===== src/rtl/div_pkg.sv =====
// rtl/div_pkg.sv - shared types and constants for the RV32M divide unit
package div_pkg;
   localparam int DATA_W = 32;
   localparam int ITERS  = 32;
   localparam int CNT_W  = 5;

   localparam logic [DATA_W-1:0] DIV0_QUOT = 32'hFFFF_FFFF;
   localparam logic [DATA_W-1:0] INT_MIN   = 32'h8000_0000;

   typedef enum logic [1:0] {
      FN_DIV  = 2'b00,
      FN_DIVU = 2'b01,
      FN_REM  = 2'b10,
      FN_REMU = 2'b11
   } funct_e;

   typedef enum logic [1:0] {
      ST_IDLE = 2'b00,
      ST_CALC = 2'b01,
      ST_DONE = 2'b10
   } state_e;
endpackage


===== src/rtl/div_step.sv =====
// rtl/div_step.sv - one restoring-division iteration on the {remainder, quotient} pair
module div_step
   import div_pkg::*;
#(
   parameter int W = DATA_W
) (
   input  logic [W-1:0] rem,
   input  logic [W-1:0] quo,
   input  logic [W-1:0] divisor,
   output logic [W-1:0] rem_next,
   output logic [W-1:0] quo_next
);
   logic [W:0]   shifted;
   logic [W-1:0] diff;
   logic         fits;

   // The shifted remainder can exceed W bits, so the trial compare is W+1 wide.
   assign shifted  = {rem, quo[W-1]};
   assign fits     = (shifted >= {1'b0, divisor});
   assign diff     = shifted[W-1:0] - divisor;
   assign rem_next = fits ? diff : shifted[W-1:0];
   assign quo_next = {quo[W-2:0], fits};
endmodule


===== src/rtl/divide_extension.sv =====
// rtl/divide_extension.sv - iterative RV32M DIV/DIVU/REM/REMU unit; DIV_EARLY_OUT_EN skips CALC for div-by-zero and overflow
module divide_extension #(
   parameter int DATA_W = div_pkg::DATA_W
) (
   input  logic              i_clk,
   input  logic              i_rst_n,
   input  logic              i_start,
   input  logic [DATA_W-1:0] i_op_a,
   input  logic [DATA_W-1:0] i_op_b,
   input  logic [1:0]        i_funct,
   output logic              o_busy,
   output logic              o_valid,
   output logic [DATA_W-1:0] o_result
);
   import div_pkg::*;

   localparam logic [CNT_W-1:0] LAST_ITER = CNT_W'(ITERS - 1);

   state_e            state, state_next;
   logic [CNT_W-1:0]  count;
   funct_e            funct_q;
   logic              sign_a, sign_b, div_zero, overflow;
   logic [DATA_W-1:0] a_q, divisor_q, rem_q, quo_q;
   logic [DATA_W-1:0] rem_step, quo_step;

   logic              signed_in, zero_in, overflow_in;
   logic [DATA_W-1:0] mag_a, mag_b;

   assign signed_in   = ~i_funct[0];
   assign mag_a       = (signed_in && i_op_a[DATA_W-1]) ? -i_op_a : i_op_a;
   assign mag_b       = (signed_in && i_op_b[DATA_W-1]) ? -i_op_b : i_op_b;
   assign zero_in     = (i_op_b == '0);
   assign overflow_in = signed_in && (i_op_a == INT_MIN) && (i_op_b == '1);

   div_step #(.W(DATA_W)) u_step (
      .rem      (rem_q),
      .quo      (quo_q),
      .divisor  (divisor_q),
      .rem_next (rem_step),
      .quo_next (quo_step)
   );

   always_ff @(posedge i_clk or negedge i_rst_n) begin
      if (!i_rst_n) state <= ST_IDLE;
      else          state <= state_next;
   end

   always_comb begin
      state_next = state;
      case (state)
         ST_IDLE: begin
            if (i_start) begin
`ifdef DIV_EARLY_OUT_EN
               state_next = (zero_in || overflow_in) ? ST_DONE : ST_CALC;
`else
               state_next = ST_CALC;
`endif
            end
         end
         ST_CALC: if (count == LAST_ITER) state_next = ST_DONE;
         ST_DONE: state_next = ST_IDLE;
         default: state_next = ST_IDLE;
      endcase
   end

   assign o_busy = (state != ST_IDLE);

   logic              is_rem;
   logic [DATA_W-1:0] quo_fix, rem_fix, result;

   // Special cases override whatever the datapath produced.
   always_comb begin
      is_rem  = (funct_q == FN_REM) || (funct_q == FN_REMU);
      quo_fix = (funct_q == FN_DIV && sign_a != sign_b) ? -quo_q : quo_q;
      rem_fix = (funct_q == FN_REM && sign_a) ? -rem_q : rem_q;
      if (div_zero)      result = is_rem ? a_q : DIV0_QUOT;
      else if (overflow) result = is_rem ? '0 : INT_MIN;
      else               result = is_rem ? rem_fix : quo_fix;
   end

   always_ff @(posedge i_clk or negedge i_rst_n) begin
      if (!i_rst_n) begin
         count     <= '0;
         funct_q   <= FN_DIV;
         sign_a    <= 1'b0;
         sign_b    <= 1'b0;
         div_zero  <= 1'b0;
         overflow  <= 1'b0;
         a_q       <= '0;
         divisor_q <= '0;
         rem_q     <= '0;
         quo_q     <= '0;
         o_valid   <= 1'b0;
         o_result  <= '0;
      end else begin
         o_valid <= 1'b0;
         case (state)
            ST_IDLE: begin
               if (i_start) begin
                  funct_q   <= funct_e'(i_funct);
                  sign_a    <= signed_in & i_op_a[DATA_W-1];
                  sign_b    <= signed_in & i_op_b[DATA_W-1];
                  div_zero  <= zero_in;
                  overflow  <= overflow_in;
                  a_q       <= i_op_a;
                  divisor_q <= mag_b;
                  rem_q     <= '0;
                  quo_q     <= mag_a;
                  count     <= '0;
               end
            end
            ST_CALC: begin
               rem_q <= rem_step;
               quo_q <= quo_step;
               count <= count + 1'b1;
            end
            ST_DONE: begin
               o_result <= result;
               o_valid  <= 1'b1;
            end
            default: ;
         endcase
      end
   end
endmodule


===== config.mk =====
export PLATFORM = sky130hd
export DESIGN_NAME = divide_extension
export DESIGN_NICKNAME = d
export VERILOG_FILES = /design/src/rtl/div_pkg.sv /design/src/rtl/div_step.sv /design/src/rtl/divide_extension.sv
export SDC_FILE = /design/constraint.sdc
export NUM_CORES = 1
export LEC_CHECK = 0
export ABC_AREA = 1
export CELL_PAD_IN_SITES_DETAIL_PLACEMENT = 0
export CELL_PAD_IN_SITES_GLOBAL_PLACEMENT = 1
export CORE_MARGIN = 5
export CORE_UTILIZATION = 40
export CTS_CLUSTER_DIAMETER = 150
export CTS_CLUSTER_SIZE = 10
export DETAILED_ROUTE_END_ITERATION = 7
export PLACE_DENSITY = 0.85
export SETUP_SLACK_MARGIN = 0.5
export SYNTH_ARGS = -nofsm -noshare
export SYNTH_HDL_FRONTEND = slang
export SYNTH_SLANG_ARGS = --single-unit

===== constraint.sdc =====
create_clock -name i_clk -period 2.35 [get_ports i_clk]
set_input_delay 0.47 -clock i_clk [delete_from_list [all_inputs] [get_ports i_clk]]
set_output_delay 0.47 -clock i_clk [all_outputs]
set_load 0.05 [all_outputs]

-- Word-level counts from Yosys, hierarchy flattened
Cells that the tools add are included.
- bits of input ports: 69
- flip-flop bits (word level): 174
- logic and storage cells: 68
- output and inout bits: 34
- equal/unequal tests: 10
- $add $sub $neg: 6
- mux-type cells: 20
- bitwise operators: 3
- reductions and logical operators: 15
- $lt $le $gt $ge: 1
- operator list (cell ; count):
    32-bit 2-to-1 mux ; 12
    32-bit negation ; 4
    32-bit one-hot mux with 2 select lines ; 2
    32-bit equality test (second input constant) ; 2
    33-bit by 32-bit >= comparator with 1-bit output ; 1
    32-bit zero test ; 1
    32-bit subtractor ; 1
    5-bit one-hot mux with 2 select lines ; 1
    2-bit equality test (second input constant) ; 3
    1-bit logical AND ; 6
    2-bit AND reduction ; 3
    5-bit by 1-bit adder with 5-bit output (second input constant) ; 1
    5-bit equality test (second input constant) ; 1
    5-bit 2-to-1 mux ; 1
    2-bit zero test ; 2
    2-bit 2-to-1 mux ; 2
    2-bit inequality test (second input constant) ; 2
    2-bit one-hot mux with 2 select lines ; 1
    2-bit nonzero test ; 2
    1-bit AND ; 2
    2-bit by 1-bit equality test with 1-bit output (second input constant) ; 1
    1-bit logical OR ; 1
    1-bit 2-to-1 mux ; 1
    1-bit inequality test ; 1
    1-bit inverter ; 1

-- Logic depth before layout (Yosys ltp)
Gate-level depths: netlist of run 1.
- depth in word-level cells: 6
- gate-level depth with buffers: 17
- gate-level depth less buffers: 17

-- By module
A second synthesis of run 1 with hierarchy kept.
- cell total of the unflattened synthesis: 2250
- area, all modules: 14375.0 um^2
- by module, submodules not included (module ; area each (um^2) ; cells an instance ; seq. area each (um^2) ; times used):
    divide_extension ; 10945.5 ; 1568 ; 4354.2 ; 1
    div_step ; 3429.5 ; 682 ; 0.0 ; 1

-- Worst setup path before layout of run 1
No wires, ideal clock.
- kind: reg2reg
- from: register quo_q[31]
- to: register rem_q[28]
- arrival time: 1.934 ns
- stages on the path, launching flop included: 18
- buffers on the path: 0
- setup slack: 0.300 ns
- required time: 2.234 ns
- clock period less this slack: 2.050 ns
- library setup time: 0.116 ns
- path through: dfrtp_1 -> inv_1 -> ha_1 -> inv_1 -> fa_1 -> nand2_1 -> nand3_1 -> and2_1 -> nand2_1 -> nand2_1 -> nand2_1 -> nand2_1 -> nand2_1 -> nand2_1 -> nand2_1 -> nand3_1 -> nand2_1 -> nand2_1
- word-level cells in the longest chain between the ends: 3
- elaborated cells between the ends (all ways): 4
- classes of those cells: add/sub (1); order compare (1); mux (2)
- RTL lines (what ; RTL line ; text):
    from (decl) ; divide_extension.sv:23 ; logic [DATA_W-1:0] a_q, divisor_q, rem_q, quo_q;
    from (signal assigned) ; divide_extension.sv:108 ; quo_q <= mag_a;
    from (signal assigned) ; divide_extension.sv:114 ; quo_q <= quo_step;
    32-bit subtractor / 33-bit by 32-bit >= comparator with 1-bit output (equally long branches) ; div_step.sv:20, div_step.sv:19 ;
    32-bit 2-to-1 mux (*) ; div_step.sv:21 ; assign rem_next = fits ? diff : shifted[W-1:0];
    32-bit one-hot mux with 2 select lines (*) ; divide_extension.sv:97 ; case (state)
    to (signal assigned) ; divide_extension.sv:113 ; rem_q <= rem_step;
    to (decl) ; divide_extension.sv:23 ;
Every way passes the cells marked *; elsewhere a longest branch is shown, timed or not.
A chain may end at the register's enable or synchronous reset.

-- Worst setup path after layout of run 1
- from: register rem_q[12]
- to: register rem_q[23]
- word-level cells in the longest chain between the ends: 3
- elaborated cells between the ends (all ways): 4
- classes of those cells: add/sub (1); order compare (1); mux (2)
- RTL lines (what ; RTL line):
    32-bit subtractor / 33-bit by 32-bit >= comparator with 1-bit output (equally long branches) ; div_step.sv:20, div_step.sv:19
    32-bit 2-to-1 mux (*) ; div_step.sv:21
    32-bit one-hot mux with 2 select lines (*) ; divide_extension.sv:97
Marks and branches as above.

==> results of run 1 <==
metal layers:
metal / wire, um / vias up / track usage
li1: - / 7690 / -
met2: 24900 / 590 / 0.428
met4: 1210 / 0 / 0.0773
met3: 4070 / 79 / 0.0410
met5: 0 / - / 0
met1: 25000 / 7533 / 0.402
registers in the layout, indices dropped and copies added, names as in the netlist:
register and count:
sign_b 1, a_q 32, divisor_q 32, count 5, quo_q 32, o_result 32
div_zero 1, o_valid 1, state 2, rem_q 32, funct_q 2, overflow 1
sign_a 1
cell families (layout without fill, tap and decap cells):
group / after synthesis / in the layout / synth area share
compound gates: 335 / 335 / 0.135
xor+xnor: 47 / 47 / 0.0298
fa+ha+maj: 40 / 40 / 0.0367
buf+inv: 344 / 646 / 0.0987
flops: 174 / 174 / 0.315
simple gates: 1228 / 1231 / 0.385
worst max-delay path: stages (launching register included):
cell	delay (ns)
dfrtp_1	0.44
ha_4	0.34
nand2_4	0.08
nor2_4	0.13
inv_2	0.07
nor3_4	0.22
nand2_2	0.09
nand2_2	0.11
nand2_4	0.10
nand2_8	0.13
buf_12	0.15
nand3_1	0.11
nand3_1	0.09
nand2_1	0.05
per-stage QoR:
stage                     area (um2)  utilization  cells  setup TNS [ns]  hold WS [ns]
after global routing           19400        0.565   2928               0         0.322
after floorplan                14300            -   2168               0         0.174
after CTS                      18200        0.530   2889               0         0.482
after global placement         16800        0.488   2809           -1.20         0.426
after detailed placement       16800        0.488   2809           -2.55         0.425
final                          19400        0.565   2928               0         0.309
power groups by stage:
stage	clock network, mW	logic, mW	registers (mW)
4_1_cts	3.03	19.3	5.72
5_1_grt	3.14	23.7	5.91
3_3_place_gp	0	17.2	5.70
3_5_place_dp	0	17.4	5.73
2_1_floorplan	0	12.0	5.40
6_report	3.01	21.5	5.82
worst max path at each step:
| stage | start | end | cells past startpoint |
|---|---|---|---|
| after floorplan | quo_q[31] | rem_q[28] | 17 |
| after global placement | i_op_a[1] | quo_q[30] | 14 |
| after detailed placement | i_start | quo_q[0] | 6 |
| after CTS | quo_q[31] | rem_q[16] | 16 |
| after global routing | divisor_q[10] | rem_q[31] | 16 |
| final | rem_q[12] | rem_q[23] | 13 |
cells in the final DEF (no fill, tap or decap), types with 19 or more instances in the layout:
cell / netlist / layout
ha_4: 0 / 33
a21oi_2: 0 / 23
nor2_1: 243 / 195
buf_6: 5 / 21
inv_1: 261 / 216
nand4_1: 34 / 34
o21ai_0: 148 / 130
xor2_1: 27 / 27
nand2_2: 9 / 75
clkdlybuf4s50_1: 0 / 52
inv_2: 6 / 45
a22oi_1: 31 / 31
nand2_4: 1 / 21
nor2_4: 2 / 30
a21oi_1: 95 / 71
dlygate4sd2_1: 0 / 22
o21ai_1: 14 / 25
nand3_2: 1 / 59
nor2_2: 11 / 32
dfrtp_2: 0 / 19
nand2_1: 586 / 501
nand3_1: 280 / 214
dfrtp_1: 174 / 155
buf_4: 3 / 209
cell type report:
type                       count  area (um2)
clock buffer                  20         447
clock inverter                12         148
fill                        3349       15000
inverter                     268        1030
multi-input combinational   1653        9780
sequential                   174        4380
tap                          455         569
timing repair buffer         346        3080
timing repair:
item                                    4_1_cts  5_1_grt
cloned                                        3        1
pin swaps                                    56      122
setup buffers                                44       38
endpoints found under the hold margin        39        0
endpoints found under the setup margin      120      130
hold buffers                                  1        0
resized for setup                           206      278
==> results.json, run 1 <==
{
  "synthDistinctLibCells": 47,
  "dp_slack_ns": -0.144,
  "power_density_mw_per_mm2": 1560,
  "die-width_um": 196,
  "clkTransAtPathRegs_ns": 0.07,
  "async_flop_share": 1.00,
  "startpoint_type": "flip-flop",
  "power_mw": 30.3,
  "rsz0062_at_grt": "yes",
  "avgSynthCellArea_um2": 6.38,
  "max_cap_viol_count": 0,
  "root_buffer": "clkbuf_16",
  "core-area_mm2": 0.0344,
  "synth.top_cell.area_share": 0.315,
  "antenna_cells": 0,
  "endpoint_kind": "flip-flop",
  "drcViolationCount": 0,
  "start_util": 0.402,
  "numPortBuffers": 102,
  "final_layout_size_suffix_gt1_frac": 0.271,
  "tightest_slew_ns": 0.962,
  "hold_end": "divisor_q[5]",
  "clock.fmax_mhz": 445,
  "worstReg2RegEnd": "rem_q[23]",
  "final_nets": 2569,
  "whs_path_depth": 2,
  "outcome": "complete, no violations",
  "fp-row-count": 68,
  "antenna_found_initial": 0,
  "required_ns": 2.69,
  "r2r_slack_ns": 0.10,
  "cts_tree": "built",
  "io_pins": 103,
  "viasPerCell": 5.43,
  "hold_violations": 0,
  "finalSetupViolCount": 0,
  "p_int_mw": 14.8,
  "fin_crit_sh": 0.957,
  "power_switching_mw": 15.6,
  "hold_class": "in -> reg",
  "clk_latency_ns": 0.45,
  "layout-area-overhead-vs-synth_pct": 40.4,
  "dpl.hpwl_mm": 41.1,
  "synth_area_mm2": 0.0138,
  "wirelength_mm": 55.1,
  "globalplace.congestion": 0.954,
  "die_area_mm2": 0.0384,
  "gr-total-overflow": 0,
  "netlist_top_cells_area": "dfrtp_1 (31%), nand2_1 (16%), nand3_1 (10%), inv_1 (7.1%), nor2_1 (6.6%)",
  "first_global_vias": 15000,
  "htree_levels": 4,
  "wl_per_cell_um": 18.8,
  "worst_hold_startpoint": "i_op_b[5]",
  "worstPathArrival_ns": 2.59,
  "fin_ws_ns": 0.101,
  "critPathKind": "reg -> reg",
  "cts.sink_count": 174,
  "synth-edff-count": 0,
  "synthTopCellsByCount": "nand2_1 (586), nand3_1 (280), inv_1 (261)",
  "drt_first_pass_iters": 7,
  "skew_ns": 0.0129,
  "synthesis.nets": 2277,
  "numCtsBuffers": 17,
  "drtIter0Drc": 1455,
  "rr_startpoint": "rem_q[12]",
  "grt_max_degree": 68,
  "ant_nets": 0,
  "synth-seq-cells": 174,
  "cp_max_fo": 8,
  "final.min_clock_period_ns": 2.25,
  "syn_inst": 2168,
  "slew_viol_final": 0,
  "clockBufferDepth": 2,
  "p_leak_nw": 9.14,
  "yosysMostFrequentCell": "nand2_1",
  "synth_ff_type": "dfrtp_1",
  "ir_drop_mv": 0.926,
  "power_frac_clock": 0.099,
  "grt_first_pass_wirelength_mm": 84.2,
  "p_seq_frac": 0.192,
  "power_frac_comb": 0.709,
  "grtUsageTotal": 0.276,
  "relSlewSlack": 0.358,
  "ys_seq_area_frac": 0.315,
  "swShare": 0.513,
  "ff2ff_path_depth": 13,
  "yosys_warnings": 0,
  "dieHeight_um": 196,
  "vias": 15900,
  "yosys.area.top_type": "dfrtp_1"
}
Note: power is estimated with default switching activity, not from simulation.
==> inputs of run 2 (changes only) <==
Settings changed: CTS_BUF_LIST from default to sky130_fd_sc_hd__clkbuf_2 sky130_fd_sc_hd__clkbuf_4 sky130_fd_sc_hd__clkbuf_8.
==> results.json, run 2 (synthesized netlist as in run 1, its figures left out) <==
{
  "hold_violations": 0,
  "dpl.hpwl_mm": 41.1,
  "layout-area-overhead-vs-synth_pct": 43.9,
  "cpMaxStageDelayCell": "dfrtp_2",
  "mostFrequentLayoutCell": "nand2_1",
  "cpMostUsedCell": "nand2_4",
  "power_mw": 31.6,
  "rsz0062_at_grt": "yes",
  "grt_first_pass_wirelength_mm": 84.5,
  "cp_num_buf_inv": 2,
  "die_area_mm2": 0.0384,
  "drtIter0Drc": 1619,
  "fp-row-count": 68,
  "p_leak_nw": 9.29,
  "crit_chain": "ha_4, buf_6, nand2_4, nor2_4, nand3_2, nand3_4, nand2_4, nand2_4, nand2_8, buf_12, nand2_8, nand3_1, nand3_1, nand2_1",
  "root_buffer": "clkbuf_8",
  "slew_viol_final": 0,
  "rr_startpoint": "rem_q[7]",
  "worstPathArrival_ns": 2.68,
  "cp_max_fo": 8,
  "critPathKind": "reg -> reg",
  "wl_per_cell_um": 19.0,
  "ff2ff_path_depth": 14,
  "r2r_slack_ns": 0.06,
  "core-area_mm2": 0.0344,
  "antenna_cells": 0,
  "start_util": 0.402,
  "io_pins": 103,
  "cts.sink_count": 174,
  "worstReg2RegEnd": "rem_q[23]",
  "clkTransAtPathRegs_ns": 0.10,
  "dieHeight_um": 196,
  "clockBufferDepth": 2,
  "final_nets": 2592,
  "finalSetupViolCount": 0,
  "hold_end": "divisor_q[5]",
  "htree_levels": 4,
  "power_density_mw_per_mm2": 1590,
  "final_layout_size_suffix_gt1_frac": 0.300,
  "grtUsageTotal": 0.278,
  "cts_tree": "built",
  "ir_drop_mv": 0.846,
  "hold_ws_ns": 0.258,
  "tightest_slew_ns": 0.949,
  "gr-total-overflow": 0,
  "worst_hold_startpoint": "i_op_b[5]",
  "drt_first_pass_iters": 6,
  "startpoint_type": "flip-flop",
  "clk_latency_ns": 0.50,
  "whs_path_depth": 2,
  "endpoint_kind": "flip-flop",
  "outcome": "complete, no violations",
  "max_cap_viol_count": 0,
  "clock.fmax_mhz": 438,
  "required_ns": 2.75,
  "globalplace.congestion": 0.954,
  "grt_max_degree": 68,
  "fin_crit_sh": 0.973,
  "skew_ns": 0.0179,
  "fillers": 3266,
  "relSlewSlack": 0.367,
  "wirelength_mm": 56.0,
  "die-width_um": 196,
  "ant_nets": 0,
  "antenna_found_initial": 0,
  "cpPeakStageDelay_ns": 0.46,
  "hold_class": "in -> reg",
  "layout_common_cells": "nand2_1 (495), buf_4 (219), inv_1 (217), nor2_1 (199), nand3_1 (191)",
  "numPortBuffers": 102,
  "numCtsBuffers": 17,
  "vias": 16200,
  "viasPerCell": 5.48,
  "fin_util": 0.579,
  "critical_path.top_delay_family": "simple AND/OR/NAND/NOR gates",
  "fin_setup_tns_ns": 0,
  "drcViolationCount": 0,
  "final.min_clock_period_ns": 2.29,
  "first_global_vias": 15000
}
## run 2: worst max-delay path by stage
| stage | startpoint | to | cells past startpoint |
|---|---|---|---|
| after global placement | i_op_a[1] | quo_q[30] | 14 |
| after floorplan | quo_q[31] | rem_q[28] | 17 |
| after CTS | rem_q[2] | rem_q[29] | 14 |
| after detailed placement | i_start | quo_q[0] | 6 |
| final | rem_q[7] | rem_q[23] | 14 |
| after global routing | rem_q[13] | rem_q[23] | 13 |
## run 2: through the flow
stage | cell area, um2 | instances | worst slack, ns
after floorplan | 14300 | 2168 | 0.440
after global placement | 16800 | 2809 | -0.105
after detailed placement | 16800 | 2809 | -0.144
after CTS | 18500 | 2903 | 0.142
after global routing | 19900 | 2951 | 0.0162
final | 19900 | 2951 | 0.0644
## run 2: layout make-up
cell class              count  area (um2)  share of cell area
well taps                 455         569              0.0286
flip-flops and latches    174        4380               0.220
inverters                 268        1030              0.0516
clock buffers              20         263              0.0132
repair buffers            368        3440               0.173
clock inverters            12         148             0.00742
multi-input cells        1654       10100               0.506
## run 2: per-layer routing
| metal | global-route usage | vias up | wire length (um) |
|---|---|---|---|
| met3 | 0.0362 | 81 | 3350 |
| li1 | - | 7746 | - |
| met2 | 0.431 | 581 | 25300 |
| met4 | 0.0771 | 0 | 1380 |
| met1 | 0.407 | 7750 | 25900 |
| met5 | 0 | - | 0 |
## run 2: what timing repair did
item	4_1_cts	5_1_grt
buffers inserted	54	46
hold buffers	1	0
endpoints found under the hold margin	39	0
resized for setup	301	270
setup endpoints to repair	106	121
pin swaps	55	122
gates cloned	7	2
## run 2: worst reg2reg max path, delay by kind of cell (launching register included)
family | cells | cell delay (ns)
simple gates | 11 | 1.17
flops | 1 | 0.46
fa+ha+maj | 1 | 0.29
buf+inv | 2 | 0.28
## run 2: power breakdown
group	internal [mW]	switching, mW
registers	4.33	1.47
logic	9.76	13.7
clock network	1.02	1.29
total	15.1	16.4
